[src/rtl/cpu_pkg.sv]
// Shared CPU types: scoreboard entry, forward selects, register constants.
// Used by hazard_ctrl and fwd_sel.
package cpu_pkg;

    localparam int RA_W = 5;

    localparam logic [1:0] FWD_REG   = 2'b00;
    localparam logic [1:0] FWD_EXMEM = 2'b01;
    localparam logic [1:0] FWD_MEMWB = 2'b10;

    localparam logic [RA_W-1:0] REG_ZERO = 5'd0;
    localparam logic [RA_W-1:0] REG_RA   = 5'd31;

    typedef struct packed {
        logic            v;
        logic            regwr;
        logic            memrd;
        logic [RA_W-1:0] dst;
        logic [RA_W-1:0] rs;
        logic [RA_W-1:0] rt;
        logic            use_rs;
        logic            use_rt;
    } sb_entry_t;

    localparam sb_entry_t SB_EMPTY = '0;

    // True when entry e will write register r (r0 is never a hazard).
    function automatic logic haz(
        input logic [RA_W-1:0] r,
        input sb_entry_t       e
    );
        return e.v & e.regwr & (e.dst == r) & (r != REG_ZERO);
    endfunction

endpackage

[src/rtl/fwd_sel.sv]
// EX operand forward select for one source register.
// Nearer stage (EX/MEM) wins over MEM/WB.
module fwd_sel
    import cpu_pkg::*;
(
    input  logic [RA_W-1:0] src,
    input  logic            use_src,
    input  sb_entry_t       mem_e,
    input  sb_entry_t       wb_e,
    output logic [1:0]      sel
);

    logic hit_mem;
    logic hit_wb;

    assign hit_mem = use_src & haz(src, mem_e);
    assign hit_wb  = use_src & haz(src, wb_e);

    always_comb begin
        sel = FWD_REG;
        priority case (1'b1)
            hit_mem: sel = FWD_EXMEM;
            hit_wb:  sel = FWD_MEMWB;
            default: sel = FWD_REG;
        endcase
    end

endmodule

[src/rtl/hazard_ctrl.sv]
// Interlock/forwarding controller with EX/MEM/WB destination scoreboard.
// Optional HAZARD_STATS_EN adds saturating stall/flush counters.
module hazard_ctrl
    import cpu_pkg::*;
#(
    parameter int CNT_W = 32
) (
    input  logic            clk,
    input  logic            reset,
    input  logic            id_valid,
    input  logic [RA_W-1:0] id_rs,
    input  logic [RA_W-1:0] id_rt,
    input  logic            id_use_rs,
    input  logic            id_use_rt,
    input  logic            id_regwr,
    input  logic [RA_W-1:0] id_dst,
    input  logic            id_memrd,
    input  logic            id_jump,
    input  logic            ex_redirect,
`ifdef HAZARD_STATS_EN
    output logic [CNT_W-1:0] stall_cnt,
    output logic [CNT_W-1:0] flush_cnt,
`endif
    output logic            stall,
    output logic            flush_ifid,
    output logic            bubble_idex,
    output logic [1:0]      fwd_a,
    output logic [1:0]      fwd_b,
    output logic            byp_a,
    output logic            byp_b
);

    sb_entry_t ex_q, ex_d;
    sb_entry_t mem_q, mem_d;
    sb_entry_t wb_q, wb_d;

    logic       load_use;
    logic       stall_c;
    logic       bubble_c;
    logic       flush_c;
    logic [1:0] fwd_a_c;
    logic [1:0] fwd_b_c;

    assign load_use = id_valid & ex_q.memrd &
                      ((id_use_rs & haz(id_rs, ex_q)) |
                       (id_use_rt & haz(id_rt, ex_q)));

    // A redirect squashes the wrong-path ID instruction instead of holding it.
    assign stall_c  = load_use & ~ex_redirect;
    assign bubble_c = stall_c | ex_redirect;
    assign flush_c  = ex_redirect | (id_jump & id_valid & ~stall_c);

    always_comb begin
        wb_d  = mem_q;
        mem_d = ex_q;
        ex_d  = SB_EMPTY;
        if (id_valid && !bubble_c) begin
            ex_d.v      = 1'b1;
            ex_d.regwr  = id_regwr;
            ex_d.memrd  = id_memrd;
            ex_d.dst    = id_dst;
            ex_d.rs     = id_rs;
            ex_d.rt     = id_rt;
            ex_d.use_rs = id_use_rs;
            ex_d.use_rt = id_use_rt;
        end
    end

    always_ff @(posedge clk or negedge reset) begin
        if (!reset) begin
            ex_q  <= SB_EMPTY;
            mem_q <= SB_EMPTY;
            wb_q  <= SB_EMPTY;
        end else begin
            ex_q  <= ex_d;
            mem_q <= mem_d;
            wb_q  <= wb_d;
        end
    end

    fwd_sel u_fwd_a (
        .src     (ex_q.rs),
        .use_src (ex_q.use_rs),
        .mem_e   (mem_q),
        .wb_e    (wb_q),
        .sel     (fwd_a_c)
    );

    fwd_sel u_fwd_b (
        .src     (ex_q.rt),
        .use_src (ex_q.use_rt),
        .mem_e   (mem_q),
        .wb_e    (wb_q),
        .sel     (fwd_b_c)
    );

    // Outputs are held low while reset is asserted, whatever ID presents.
    assign stall       = reset & stall_c;
    assign flush_ifid  = reset & flush_c;
    assign bubble_idex = reset & bubble_c;
    assign fwd_a       = reset ? fwd_a_c : FWD_REG;
    assign fwd_b       = reset ? fwd_b_c : FWD_REG;
    assign byp_a       = reset & id_valid & id_use_rs & haz(id_rs, wb_q);
    assign byp_b       = reset & id_valid & id_use_rt & haz(id_rt, wb_q);

`ifdef HAZARD_STATS_EN
    logic [CNT_W-1:0] stall_cnt_q, stall_cnt_d;
    logic [CNT_W-1:0] flush_cnt_q, flush_cnt_d;

    always_comb begin
        stall_cnt_d = stall_cnt_q;
        flush_cnt_d = flush_cnt_q;
        if (stall_c && stall_cnt_q != '1)
            stall_cnt_d = stall_cnt_q + 1'b1;
        if (flush_c && flush_cnt_q != '1)
            flush_cnt_d = flush_cnt_q + 1'b1;
    end

    always_ff @(posedge clk or negedge reset) begin
        if (!reset) begin
            stall_cnt_q <= '0;
            flush_cnt_q <= '0;
        end else begin
            stall_cnt_q <= stall_cnt_d;
            flush_cnt_q <= flush_cnt_d;
        end
    end

    assign stall_cnt = stall_cnt_q;
    assign flush_cnt = flush_cnt_q;
`endif

endmodule

[config.mk]
export PLATFORM = sky130hd
export DESIGN_NAME = hazard_ctrl
export DESIGN_NICKNAME = d
export VERILOG_FILES = /design/src/rtl/cpu_pkg.sv /design/src/rtl/fwd_sel.sv /design/src/rtl/hazard_ctrl.sv
export SDC_FILE = /design/constraint.sdc
export NUM_CORES = 1
export LEC_CHECK = 0
export ABC_AREA = 0
export ABC_CLOCK_PERIOD_IN_PS = 1820
export BUFFER_PORTS_ARGS = -buffer_cell sky130_fd_sc_hd__buf_2
export CORE_MARGIN = 4
export CORE_UTILIZATION = 43
export CTS_CLUSTER_DIAMETER = 120
export DETAILED_ROUTE_END_ITERATION = 16
export GPL_ROUTABILITY_DRIVEN = 0
export PLACE_DENSITY = 0.66
export RECOVER_POWER = 50
export SETUP_SLACK_MARGIN = 0.15
export SYNTH_ARGS = -nofsm -noshare
export SYNTH_HDL_FRONTEND = slang
export SYNTH_SLANG_ARGS = --single-unit
[constraint.sdc]
create_clock -name clk -period 1.82 [get_ports clk]
set_input_delay 0.364 -clock clk [delete_from_list [all_inputs] [get_ports clk]]
set_output_delay 0.364 -clock clk [all_outputs]
set_load 0.03 [all_outputs]
Yosys cells after proc, flatten, opt, wreduce, memory -nomap -nowiden
Index checks and enable logic that the tools add are counted.

Register bits: 34. Word-level logic and storage cells: 78. Output and inout bits: 9.

Multiplexer cells: 7. Reduce and logical (&&, ||, !) cells: 6. Bitwise logic cells: 43. Eq/ne operators: 8.

Operators with widths (number): equality test 5 bit (8); AND 1 bit (38); 2-to-1 mux 20 bit (1); nonzero test 5 bit (4); 2-to-1 mux 2 bit (6); OR 1 bit (3); inverter 1 bit (2); logical AND 1 bit (1); zero test 1 bit (1).

Logic depth before layout (Yosys ltp)
Depth in word-level cells: 11. Mapped depth: 6.

Modules after synthesis
Synthesis repeated with hierarchy kept, for this count alone.

Cell total of the unflattened synthesis: 167. Area total of the unflattened synthesis: 2439.8 µm².

By module, submodules not included: hazard_ctrl (area an instance 2129.5 µm², times used 1, cells an instance 129, sequential area each 1501.4 µm²); fwd_sel (area an instance 155.1 µm², times used 2, cells an instance 19, sequential area each 0.0 µm²).

Worst setup path after synthesis
OpenSTA, ideal clock, no wires.

Path kind: reg2out. Start: reg ex_q[5] (netlist name). End: out fwd_b[1]. Buffers on the path: 0. Path slack: -0.711 ns. Data required time: 1.456 ns. Cell stages (with the launch flop): 5. Arrival time: 2.167 ns. Cell sequence: dfrtp_1 or4_1 o21ai_0 nor4_1 nor4_1.

Cells in the longest elaborated chain, start to end: 7. Elaborated cells between the ends (all ways): 12. Those cells by class: 2 x eq/ne; 3 x mux; 6 x bitwise; 1 x reduce/logical.

RTL lines: from (decl) (line hazard_ctrl.sv:33) `sb_entry_t ex_q, ex_d;`; from (signal assigned) (line hazard_ctrl.sv:71) `ex_q <= SB_EMPTY;`; from (signal assigned) (line hazard_ctrl.sv:75) `ex_q <= ex_d;`; equality test 5 bit (line cpu_pkg.sv:32) `return e.v & e.regwr & (e.dst == r) & (r != REG_ZERO);`; AND 1 bit (2 in a row) (line cpu_pkg.sv:32); AND 1 bit (line fwd_sel.sv:17) `assign hit_wb = use_src & haz(src, wb_e);`; 2-to-1 mux 2 bit (line fwd_sel.sv:21) `priority case (1'b1)`; 2-to-1 mux 2 bit (*) (line fwd_sel.sv:21); 2-to-1 mux 2 bit (*) (line hazard_ctrl.sv:102) `assign fwd_b = reset ? fwd_b_c : FWD_REG;`; to (decl) (line hazard_ctrl.sv:28) `output logic [1:0] fwd_b,`.

Every way passes the cells marked *; elsewhere a longest branch is shown, timed or not.

Worst setup path after layout
Start: reg ex_q[14] (netlist name). End: out stall.

Cells in the longest elaborated chain, start to end: 8. Elaborated cells between the ends (all ways): 12. Those cells by class: 2 x eq/ne; 10 x bitwise.

RTL lines: equality test 5 bit (line cpu_pkg.sv:32); AND 1 bit (2 in a row) (line cpu_pkg.sv:32); AND 1 bit, on equally long branches (line hazard_ctrl.sv:45, hazard_ctrl.sv:46); OR 1 bit (*) (line hazard_ctrl.sv:45) `((id_use_rs & haz(id_rs, ex_q)) |`; AND 1 bit (*) (line hazard_ctrl.sv:44) `assign load_use = id_valid & ex_q.memrd &`; AND 1 bit (*) (line hazard_ctrl.sv:49) `assign stall_c = load_use & ~ex_redirect;`; AND 1 bit (*) (line hazard_ctrl.sv:98) `assign stall = reset & stall_c;`; to (decl) (line hazard_ctrl.sv:24) `output logic stall,`.

Marked as above.

==> flow_metrics.env <==
export IMPL_critical_path_required_ns=1.46
export IMPL_clkLatencyLatePin_ns=0.29
export IMPL_vias=1423
export IMPL_setup_viol=29
export IMPL_synth_common_cells="34 x dfrtp_1, 24 x xnor2_1, 19 x nor3b_2"
export IMPL_slew_viol_final=0
export IMPL_antenna_found_initial=0
export IMPL_met2_usage=0.3806
export IMPL_grt_overflow_total=0
export IMPL_end_kind="primary output"
export IMPL_fillers=248
export IMPL_crit_chain="xor2_1 > or4_4 > a21oi_4 > and3b_2 > buf_6"
export IMPL_grt_max_degree=40
export IMPL_die_h_um=71.48
export IMPL_seq_area_frac_synth=0.4910
export IMPL_start_util=0.4595
export IMPL_synth_area_per_cell_um2=12.65
export IMPL_yosysMostFrequentCell="dfrtp_1"
export IMPL_die_area_um2=5109
export IMPL_cts_buffers=5
export IMPL_ir_drop_mv=0.5397
export IMPL_maxCapViolations=0
export IMPL_via_per_inst=5.193
export IMPL_start_kind="flop"
export IMPL_clkSlewWorstSetupHoldPaths_ns=0.07
export IMPL_detail_route_iter0_violations=43
export IMPL_grt_pass1_wl_um=8280
export IMPL_synth_seq_cells=34
export IMPL_cp_slowest_cell="or4_4"
export IMPL_max_freq_mhz=418.8
export IMPL_syn_nets=161
export IMPL_drc=0
export IMPL_synthCells=137
export IMPL_synth_edff_count=0
export IMPL_tns_ns=-8.780
export IMPL_final_area_um2=2793
export IMPL_clockBufferDepth=2
export IMPL_dpl_cell_area_um2=2359
export IMPL_wl_per_cell_um=18.71
export IMPL_syn_to_final_growth_pct=61.16
export IMPL_synth_distinct_cells=25
export IMPL_std_cell_rows=22
export IMPL_nets=249
export IMPL_drive_gt1_frac=0.6283
export IMPL_syn_area_um2=1733
export IMPL_boundaryPins=33
export IMPL_top_usage_layer="met2"
export IMPL_multi_input_area_um2=1071
export IMPL_grt_pass1_vias=1601
export IMPL_first_pass_iters=4
export IMPL_post_route_util=0.7405
export IMPL_finClkSkew_ns=0.008818
export IMPL_ctsRootBufferMaster="clkbuf_8"
export IMPL_synth_ff_type="dfrtp_1"
export IMPL_violations="negative setup slack"
export IMPL_leakage_nw=1.253
export IMPL_status="finished, violations left"
export IMPL_grt_use_met1=0.2409
export IMPL_tritoncts="yes"
export IMPL_cpPeakStageDelay_ns=0.58
export IMPL_hold_class="input pin to asynchronous set/reset pin"
export IMPL_synth_warnings=0
export IMPL_rsz0062_at_grt="true"
export IMPL_drt_antenna_violating_nets=0
export IMPL_dp_final_hpwl_um=3310
export IMPL_yosys_area_top_type="dfrtp_1"
export IMPL_ff_latch_area_um2=850.8
export IMPL_clock_sinks=34
export IMPL_synthTopCellsByArea="dfrtp_1 49%, nor3b_2 14%, xnor2_1 12%, xor2_1 8.1%, or4_1 2.6%"
export IMPL_path_max_fanout=3
export IMPL_cts_max_level=2
export IMPL_arrival_ns=2.02
export IMPL_wirelength_um=5126
export IMPL_yosysTopAreaCellShare=0.4910
export IMPL_hold_viol=0
export IMPL_async_flop_share=1.000
export IMPL_cts_hold_buffers=0
export IMPL_p_per_area_nw_per_um2=634.4
export IMPL_worst_pin_slew_ns=0.4843
export IMPL_timing_slew_headroom=0.6772
export IMPL_io_buffers=32
export IMPL_crit_family="simple AND/OR/NAND/NOR gates"
export IMPL_grt_total_usage=0.2185
export IMPL_chipWidth_um=71.48
export IMPL_period_share=1.312
export IMPL_critical_path_class="flop to primary output"
export IMPL_use_met3=0.04909
export IMPL_p_total_w=0.001772
export IMPL_min_period_ns=2.388
export IMPL_n_antenna_cell=0
export IMPL_layout_setup_ws_ns=-0.5680
export IMPL_crit_buf_inv=1
export IMPL_core_area_um2=3771
==> metal layers <==
layer / routed length [um] / share of wire
met1: 2023 / 0.39
met2: 2701 / 0.53
met3: 194 / 0.038
met4: 206 / 0.040
met5: 0 / 0
==> path summary, 6_finish.rpt <==
path                            from        end  slack [ns]  cells after the start
min                            reset   wb_q[14]        0.16                      2
min in group clk            id_memrd   ex_q[17]        0.32                      2
min reg2reg                mem_q[18]   wb_q[18]        0.38                      0
max                         ex_q[14]      stall       -0.57                      5
max in group asynchronous      reset  mem_q[19]        1.31                      2
max reg2reg                 ex_q[14]    ex_q[6]       -0.35                      8
==> repair_timing <==
item	4_1_cts	5_1_grt
gates cloned	2	1
endpoints found under the setup margin	29	29
setup buffers	9	1
resized for setup	37	2
pin swaps	14	3
==> logic make-up (layout without fill, tap and decap cells) <==
group                     count (synthesis)  count (layout)  share of synthesized area
AOI/OAI and AO/OA                         8               8                    0.03249
xor gates and xnor gates                 40              40                     0.2022
buffers and inverters                     4              93                    0.01804
DFF                                      34              34                     0.4910
and+or+nand+nor                          51              51                     0.2563
==> power by group <==
group | switching (W) | internal, W
logic | 0.000148 | 0.000156
clock network | 0.000272 | 0.000382
registers | 0.0000285 | 0.000785
==> cells in the final DEF (no fill, tap or decap), types with 2 or more instances in the layout <==
master,netlist,layout
buf_2,1,23
buf_4,0,46
buf_6,2,12
clkbuf_8,0,8
dfrtp_1,34,34
nand2_1,4,3
nand3_1,2,2
nand4_1,5,5
nor3b_2,19,19
nor4_4,0,5
o21ai_4,0,3
or4_4,2,7
xnor2_1,24,19
xnor2_2,0,5
xor2_1,16,16
==> stage by stage <==
| step | std cells | hold slack, ns | setup WS [ns] |
|---|---|---|---|
| 3_3_place_gp | 253 | 0.3622 | -0.3930 |
| 5_1_grt | 274 | 0.2039 | -0.6547 |
| 2_1_floorplan | 137 | 0.06841 | -0.2084 |
| 6_report | 274 | 0.1640 | -0.5680 |
| 3_5_place_dp | 253 | 0.3656 | -0.4325 |
| 4_1_cts | 272 | 0.1741 | -0.5233 |
==> registers in the layout, indices dropped and copies added (netlist names) <==
name and flops:
ex_q 20, mem_q 7, wb_q 7
==> cell type report <==
type / instances / area share
Multi-Input combinational cell: 99 / 0.3835
Sequential cell: 34 / 0.3047
Clock buffer: 8 / 0.03943
Tap cell: 48 / 0.02151
Timing Repair Buffer: 85 / 0.2509
Note: power is estimated with default switching activity, not from simulation.
